## src/rtl/prio_pkg.sv

```systemverilog
// Shared definitions for the registered priority encoder / round-robin arbiter.
// Mode encodings and a width helper that never returns zero.
package prio_pkg;

  localparam logic PRIO_FIXED = 1'b0;
  localparam logic PRIO_RR    = 1'b1;

  function automatic int safe_clog2(input int n);
    return (n <= 2) ? 1 : $clog2(n);
  endfunction

endpackage

```

## src/rtl/prio_find.sv

```systemverilog
// Combinational first-set search over a request vector, descending from a start
// position and wrapping from 0 back to N-1.
module prio_find
  import prio_pkg::*;
#(
  parameter int N = 8,
  parameter int W = 3
) (
  input  logic [N-1:0] req,
  input  logic [W-1:0] start,
  output logic         found,
  output logic [W-1:0] idx
);

  logic [W-1:0] w_start_c;

  // Position k steps below s, modulo N.
  function automatic logic [W-1:0] step_down(input logic [W-1:0] s, input int k);
    int p;
    p = (int'(s) + N - k) % N;
    return W'(p);
  endfunction

  assign w_start_c = (int'(start) >= N) ? W'(N - 1) : start;

  always_comb begin
    found = 1'b0;
    idx   = '0;
    for (int k = 0; k < N; k++) begin
      if (!found && req[step_down(w_start_c, k)]) begin
        found = 1'b1;
        idx   = step_down(w_start_c, k);
      end
    end
  end

endmodule

```

## src/rtl/prio_encoder_rr.sv

```systemverilog
// Registered N-to-log2(N) priority encoder with fixed-priority or round-robin
// selection; the grant register holds until the consumer accepts it.
module prio_encoder_rr
  import prio_pkg::*;
#(
  parameter  int N = 8,
  localparam int W = safe_clog2(N)
) (
  input  logic         clk,
  input  logic         rst_n,
  input  logic [N-1:0] req,
  input  logic         mode,
  output logic         out_valid,
  input  logic         out_ready,
  output logic [W-1:0] out_idx,
  output logic [N-1:0] out_onehot
);

  logic         r_valid;
  logic [W-1:0] r_idx;
  logic [N-1:0] r_onehot;
  logic [W-1:0] r_ptr;

  logic         w_accept;
  logic         w_load;
  logic [W-1:0] w_ptr_nxt;
  logic [W-1:0] w_start;
  logic         w_found;
  logic [W-1:0] w_idx;

  function automatic logic [W-1:0] dec_wrap(input logic [W-1:0] i);
    return (i == '0) ? W'(N - 1) : (i - W'(1));
  endfunction

  assign w_accept = r_valid & out_ready;
  assign w_load   = ~r_valid | out_ready;

  // The pointer update from an accept is forwarded into the same-edge search,
  // so back-to-back grants rotate without a bubble.
  assign w_ptr_nxt = w_accept ? dec_wrap(r_idx) : r_ptr;
  assign w_start   = (mode == PRIO_RR) ? w_ptr_nxt : W'(N - 1);

  prio_find #(
    .N(N),
    .W(W)
  ) u_find (
    .req  (req),
    .start(w_start),
    .found(w_found),
    .idx  (w_idx)
  );

  always_ff @(posedge clk or negedge rst_n) begin
    if (!rst_n) begin
      r_valid  <= 1'b0;
      r_idx    <= '0;
      r_onehot <= '0;
      r_ptr    <= W'(N - 1);
    end else begin
      if (w_load) begin
        r_valid  <= w_found;
        r_idx    <= w_found ? w_idx : '0;
        r_onehot <= w_found ? (N'(1) << w_idx) : '0;
      end
      r_ptr <= (mode == PRIO_RR) ? w_ptr_nxt : W'(N - 1);
    end
  end

  assign out_valid  = r_valid;
  assign out_idx    = r_idx;
  assign out_onehot = r_onehot;

endmodule
```

## config.mk

```make
export PLATFORM = sky130hd
export DESIGN_NAME = prio_encoder_rr
export DESIGN_NICKNAME = d
export VERILOG_FILES = /design/src/rtl/prio_pkg.sv /design/src/rtl/prio_find.sv /design/src/rtl/prio_encoder_rr.sv
export SDC_FILE = /design/constraint.sdc
export NUM_CORES = 1
export LEC_CHECK = 0
export ABC_AREA = 1
export CAP_MARGIN = 20
export CORE_MARGIN = 2
export CORE_UTILIZATION = 40
export CTS_CLUSTER_SIZE = 14
export DETAILED_ROUTE_END_ITERATION = 10
export PLACE_DENSITY = 0.68
export SYNTH_ARGS = -nofsm -noshare
export SYNTH_HDL_FRONTEND = slang
export SYNTH_SLANG_ARGS = --single-unit
```

## constraint.sdc

```tcl
create_clock -name clk -period 4.9 [get_ports clk]
set_input_delay 0.735 -clock clk [delete_from_list [all_inputs] [get_ports clk]]
set_output_delay 0.735 -clock clk [all_outputs]
set_load 0.1 [all_outputs]
```

==> results of run 1 <==
[registers in the layout (all words and copies together) (netlist names)]
name        flops
out_valid       1
r_ptr           3
out_idx         3
out_onehot      8
[synth_stat cells, types with 2 or more instances]
master	instances	area share, %
sky130_fd_sc_hd__o21ai_0	2	0.60
sky130_fd_sc_hd__nand4_1	17	6.4
sky130_fd_sc_hd__o21bai_2	2	1.4
sky130_fd_sc_hd__nand2_2	13	4.9
sky130_fd_sc_hd__buf_6	3	2.0
sky130_fd_sc_hd__dfstp_2	3	4.8
sky130_fd_sc_hd__a21oi_1	2	0.60
sky130_fd_sc_hd__nand2_1	96	22
sky130_fd_sc_hd__nor2_1	18	4.1
sky130_fd_sc_hd__buf_4	2	0.91
sky130_fd_sc_hd__nand3_1	30	9.1
sky130_fd_sc_hd__nor2_2	2	0.75
sky130_fd_sc_hd__nand2_4	3	2.0
sky130_fd_sc_hd__clkinv_1	2	0.45
sky130_fd_sc_hd__ha_1	4	3.0
sky130_fd_sc_hd__nand3_4	2	2.1
sky130_fd_sc_hd__nor2_4	4	2.7
sky130_fd_sc_hd__inv_2	5	1.1
sky130_fd_sc_hd__dfrtp_1	12	18
sky130_fd_sc_hd__o21ai_1	4	1.2
sky130_fd_sc_hd__inv_1	27	6.1
sky130_fd_sc_hd__nand3_2	6	3.6
[through the flow]
step | utilization (%) | setup slack, ns | cells | instance area [sq um] | hold slack, ns
finish | 48.8 | 0.954 | 336 | 1950 | 0.478
CTS | 48.8 | 0.998 | 336 | 1950 | 0.481
global route | 48.8 | 0.685 | 336 | 1950 | 0.516
floorplan | - | 1.14 | 264 | 1660 | 0.439
detailed placement | 47.6 | 0.738 | 332 | 1900 | 0.465
global placement | 47.6 | 0.769 | 332 | 1900 | 0.467
[cells by family (layout without fill, tap and decap cells)]
group,count (synthesis),after routing
adder cells (fa/ha/maj),4,4
buffers and inverters,40,62
AO/OA/AOI/OAI,12,12
flip-flops,15,15
AND/OR/NAND/NOR,193,193
[where the power goes]
part	total (uW)	internal, uW	switching, uW	leakage [uW]
sequential	192	171	21.6	0.000184
combinational	971	254	717	0.000792
clock	99.3	56.4	42.9	0.0000255
total	1260	481	781	0.00100
[layer usage]
metal,GRT usage [%],vias to the layer above,part of all wire (%)
li1,-,892,-
met1,26.6,749,50
met2,30.0,43,45
met3,3.13,2,5.1
met4,2.50,0,0.48
met5,0,-,0
[how the worst max path moves through the flow]
stage	endpoint	slack [ns]
3_3_place_gp	out_idx[2]$_DFFE_PN0P_	0.77
5_1_grt	out_idx[2]$_DFFE_PN0P_	0.68
3_5_place_dp	out_idx[2]$_DFFE_PN0P_	0.74
2_1_floorplan	out_idx[2]$_DFFE_PN0P_	1.14
4_1_cts	out_idx[2]$_DFFE_PN0P_	1.0
6_report	out_idx[2]$_DFFE_PN0P_	0.95
[critical path: stages]
cell and delay (ns):
sky130_fd_sc_hd__clkdlybuf4s50_1 0.85, sky130_fd_sc_hd__nand3_2 0.39, sky130_fd_sc_hd__inv_2 0.25, sky130_fd_sc_hd__ha_1 0.35, sky130_fd_sc_hd__inv_1 0.16, sky130_fd_sc_hd__nand2_1 0.10
sky130_fd_sc_hd__nand2_1 0.06, sky130_fd_sc_hd__nand2_1 0.05, sky130_fd_sc_hd__nand2_1 0.16, sky130_fd_sc_hd__inv_2 0.09, sky130_fd_sc_hd__nor2_4 0.19, sky130_fd_sc_hd__nand4_2 0.16
sky130_fd_sc_hd__clkinv_1 0.10, sky130_fd_sc_hd__nand2_1 0.08, sky130_fd_sc_hd__nand2_2 0.09, sky130_fd_sc_hd__nand2_2 0.07, sky130_fd_sc_hd__nand2_2 0.10, sky130_fd_sc_hd__o21ai_1 0.08
[final cells by class]
type                            count  area share [%]
Multi-Input combinational cell    209            56.3
Sequential cell                    15            19.4
Timing Repair Buffer               24            12.2
Inverter                           34            6.54
Tap cell                           50            3.21
Clock buffer                        3            2.12
Clock inverter                      1           0.257
==> results.md, run 1 <==
- WP data required: 5.04 ns
- Final total power: 1260 uW
- Area of the core: 0.00400 sq mm
- Critical register-to-register path endpoint: out_idx[2]$_DFFE_PN0P_
- Sequential share of the synthesized area: 22.9%
- Worst hold path endpoint: out_onehot[5]$_DFFE_PN0P_
- Worst ir drop on vdd: 230 uV
- Reg clk slew, reported paths: 0.06 ns
- CTS Buf Count: 3
- Routed Antenna Nets: 0
- Worst hold path type: reg2reg
- CTS tree: built
- LEAKAGE: 0.00100 uW
- Gates resized, CTS repair: 0
- Critical setup path kind: in2reg
- Detail-routed net length per standard cell: 11.9 um
- Crit share post-route: 80.5%
- EDFF count, synth: 0
- Top FF cell, synth: sky130_fd_sc_hd__dfrtp_1
- Arrival time worst endpoint: 4.08 ns
- Via density: 5.02
- Number of antenna violations at the first check in global routing: 0
- Nets in the synthesized netlist: 280
- Area occupied by registers: 379 sq um
- Total area of multi-input combinational cells: 0.00110 sq mm
- Synth warn: 0
- RSZ-0062 raised after global routing: false
- Combined global-route utilization of all metal layers: 18.7%
- Fraction of synthesis flops using an asynchronous set or reset pin: 100%
- Total iterations of the first detailed-routing run: 5
- Register-to-register setup slack: 1.34 ns
- Number of library cell types mapped by synthesis: 27
- Area growth, synth to finish: 17.7%
- Detailed placer's ending HPWL: 3230 um
- Mean instance size in the synthesized netlist: 6.28 sq um
- Source-to-sink clock delay at the later pin of the worst-skew pair: 0.25 ns
- Floorplan row count: 23
- Initial Utilization: 41.4%
- Share of post-route cells with drive strength above 1: 16.4%
- Detailed-route via count: 1686
- Highest-count cells in the layout ignoring fill and taps: sky130_fd_sc_hd__nand2_1 (96), sky130_fd_sc_hd__nand3_1 (30), sky130_fd_sc_hd__inv_1 (27)
- Cells after Synth: 264
- Nature of the critical path endpoint: flip-flop
- Critical hold path startpoint: out_onehot[5]$_DFFE_PN0P_
- Mux share of post-synthesis cell area: 0%
- Highest Clock Rate: 253 MHz
- Number of setup violations in the final report: 0
- Final max-slew violation count: 0
- Number of buffers inserted by port buffering: 23
- Die area: 0.00468 sq mm
- 1st-iter DRT viols: 135
- Clock root buffer master: sky130_fd_sc_hd__clkbuf_8
- Number of H-tree levels: 1
- Antenna diode count: 0
- Die height: 68.4 um
- Synthesized-area fraction occupied by ao, oa, aoi and oai cells: 4.68%
- Worst setup skew after layout: 0.00327 ns
- Number of global-route vias before repair: 1511
- Pin slew with the least headroom to its limit: 0.973 ns
- Post-synthesis xor/xnor area fraction: 0%
- Total global routing overflow: 0
- Final worst path period need: 3.95 ns
- Number of post-CTS setup repair buffers: 0
- Routability Congestion: 0.868
- Total of max-cap violations: 0
- Reg-to-Reg Start: out_idx[0]$_DFFE_PN0P_
- Buffer depth of the longest clock path: 2
- Relative max-transition margin: 34.9%
- Total DRC errors in the routed layout: 0
- Worst Hold Path Cells: 2
- Global-route wire length before repair: 6690 um
- Die Span X: 68.4 um
- Final hold vios: 0
- Top-level port count: 24
- Outcome: finished clean
- Final-stage net count: 303
- Total clock sinks: 15
- Most common library cell in the layout ignoring fill and taps: sky130_fd_sc_hd__nand2_1
- DRT Wirelength: 3990 um
- Count of state elements after synthesis: 15
- CTS hold repair buffers: 0
- Post-synthesis share of cell area spent on full adders, half adders and majority gates: 3.02%
- Startpoint type of the worst setup path: input port
- Power density normalized to cell area: 647 mW/mm^2
- Synth Area in Simple Gates: 58.5%
- Crit path launch: mode
- Fillers: 428
- Setup Total Neg Slack: 0 ns
- Combinational family with the most area after synthesis: simple AND/OR/NAND/NOR gates
- Maximum number of pins on one net before global-route repair: 19
- Crit path max fanout: 14
- Worst r2r path cells: 23
- Cell area after synthesis: 0.00166 sq mm
No activity file was read; power rests on OpenSTA's default activity.
==> run 2: changes to the inputs <==
==> constraint.sdc (replaced) <==
create_clock -name clk -period 3.7 [get_ports clk]
set_input_delay 0.555 -clock clk [delete_from_list [all_inputs] [get_ports clk]]
set_output_delay 0.555 -clock clk [all_outputs]
set_load 0.1 [all_outputs]
==> run 2 against run 1 <==
Net effect: power is 34% higher; largest power group unchanged; final cell count is 1.5% higher; combinational power is 35% higher; largest cell class unchanged.
==> results.md, run 2 (synthesis gave the netlist of run 1 again) <==
- Clock network power share: 7.6%
- Worst hold path type: reg2reg
- Crit share post-route: 89.5%
- DRT Wirelength: 4080 um
- Total global routing overflow: 0
- Total of max-cap violations: 0
- Highest Clock Rate: 302 MHz
- Final total power: 1700 uW
- Critical setup path kind: in2reg
- Gates resized, CTS repair: 0
- Final max-slew violation count: 0
- Nature of the critical path endpoint: flip-flop
- Detailed placer's ending HPWL: 3340 um
- Via density: 5.13
- Routability Congestion: 0.919
- Worst setup skew after layout: 0.00221 ns
- Net switching component of the power: 1050 uW
- Pre-CTS setup slack: 0.198 ns
- Reg clk slew, reported paths: 0.06 ns
- Combined global-route utilization of all metal layers: 19.7%
- CTS tree: built
- Die height: 68.4 um
- 1st-iter DRT viols: 167
- Relative contribution of sequential cells to total power: 15.2%
- Routed Antenna Nets: 0
- Worst ir drop on vdd: 285 uV
- Global-route wire length before repair: 7110 um
- Number of post-CTS setup repair buffers: 0
- CTS hold repair buffers: 0
- Total iterations of the first detailed-routing run: 4
- Area of the core: 0.00400 sq mm
- LEAKAGE: 0.00102 uW
- Pin slew with the least headroom to its limit: 0.974 ns
- Setup Total Neg Slack: 0 ns
- Combinational share of power: 77.2%
- Worst hold margin: 0.477 ns
- WP data required: 3.89 ns
- Detail-routed net length per standard cell: 12.0 um
- Total clock sinks: 15
- Number of buffers inserted by port buffering: 23
- Initial Utilization: 41.4%
- Clock root buffer master: sky130_fd_sc_hd__clkbuf_8
- Antenna diode count: 0
- Outcome: finished clean
- Detailed-route via count: 1749
- Crit path max fanout: 11
- Source-to-sink clock delay at the later pin of the worst-skew pair: 0.24 ns
- Arrival time worst endpoint: 3.50 ns
- RSZ-0062 raised after global routing: false
- Final-stage net count: 308
- Switching share of total power: 61.6%
- Buffer depth of the longest clock path: 2
- Final hold vios: 0
- Number of setup violations in the final report: 0
- Maximum number of pins on one net before global-route repair: 18
- Number of antenna violations at the first check in global routing: 0
- Relative max-transition margin: 34.9%
- Most common library cell in the layout ignoring fill and taps: sky130_fd_sc_hd__nand2_1
- Area growth, synth to finish: 20.1%
- Share of post-route cells with drive strength above 1: 18.6%
- Highest-count cells in the layout ignoring fill and taps: sky130_fd_sc_hd__nand2_1 (96), sky130_fd_sc_hd__nand3_1 (30), sky130_fd_sc_hd__inv_1 (27)
- Top-level port count: 24
- Number of H-tree levels: 1
- Floorplan row count: 23
- Number of global-route vias before repair: 1661
- Final worst path period need: 3.31 ns
- Total DRC errors in the routed layout: 0
- CTS Buf Count: 3
- Number of flip-flops in the largest register: 8
- Power density normalized to cell area: 852 mW/mm^2
- Startpoint type of the worst setup path: input port
- Die area: 0.00468 sq mm
- Worst Slack Setup Final: 0.389 ns
- Cell-internal power: 650 uW
- Die Span X: 68.4 um
run 2: changes by cell type in the layout (fill, tap and decap cells not counted):
cell,change
sky130_fd_sc_hd__buf_4,+5
sky130_fd_sc_hd__dfrtp_1,-2
sky130_fd_sc_hd__dfrtp_2,+2
run 2: layout make-up:
cell class,count,area (sq um)
multi-input cells,209,1100
clock inverters,1,5.00
clock buffers,3,41.3
flip-flops and latches,15,382
well taps,50,62.6
inverters,34,128
fillers,416,2010
repair buffers,29,275
run 2: final timing paths:
check	start	endpoint	slack, ns	cells after the start
worst max register to register	out_idx[1]$_DFFE_PN0P_	out_onehot[5]$_DFFE_PN0P_	0.47	23
max in group asynchronous	rst_n	out_idx[0]$_DFFE_PN0P_	2.56	1
worst min register to register	out_onehot[1]$_DFFE_PN0P_	out_onehot[1]$_DFFE_PN0P_	0.48	2
worst min-delay path	out_onehot[1]$_DFFE_PN0P_	out_onehot[1]$_DFFE_PN0P_	0.48	2
min in group asynchronous	rst_n	out_onehot[5]$_DFFE_PN0P_	0.70	1
worst max-delay path	out_ready	out_onehot[5]$_DFFE_PN0P_	0.39	21
run 2: metal layers:
layer,track usage [%],routed length [um],vias to the layer above
met5,0,0,-
met2,31.6,1850,63
met1,28.2,1930,771
li1,-,-,909
met4,3.75,44,0
met3,2.63,244,6
run 2: power groups by stage:
stage          clock network (uW)  logic [uW]  registers, uW
2_1_floorplan                   0         681            612
3_3_place_gp                    0        1300            259
3_5_place_dp                    0        1300            260
4_1_cts                       131        1310            257
5_1_grt                       141        1440            264
6_report                      129        1310            257
run 2: stage by stage:
stage	cell area [sq um]	utilization [%]	instances
global placement	1940	48.6	337
finish	1990	49.8	341
global route	1990	49.8	341
floorplan	1660	-	264
detailed placement	1940	48.6	337
CTS	1990	49.8	341
run 2: worst max-delay path: stages:
cell and delay, ns:
sky130_fd_sc_hd__clkdlybuf4s50_1 0.52, sky130_fd_sc_hd__nand2_4 0.10, sky130_fd_sc_hd__inv_2 0.09, sky130_fd_sc_hd__nand2_4 0.10, sky130_fd_sc_hd__nand3_4 0.08, sky130_fd_sc_hd__inv_1 0.06
sky130_fd_sc_hd__ha_1 0.42, sky130_fd_sc_hd__inv_1 0.13, sky130_fd_sc_hd__nand3_1 0.15, sky130_fd_sc_hd__nand2_1 0.07, sky130_fd_sc_hd__nand2_1 0.09, sky130_fd_sc_hd__nand2_1 0.09
sky130_fd_sc_hd__nor2_2 0.11, sky130_fd_sc_hd__nand4_1 0.12, sky130_fd_sc_hd__nor2_2 0.21, sky130_fd_sc_hd__nand3_1 0.12, sky130_fd_sc_hd__nand3_2 0.09, sky130_fd_sc_hd__nand2_2 0.06
sky130_fd_sc_hd__nor2_1 0.15, sky130_fd_sc_hd__nand3_1 0.11, sky130_fd_sc_hd__nand2_1 0.07
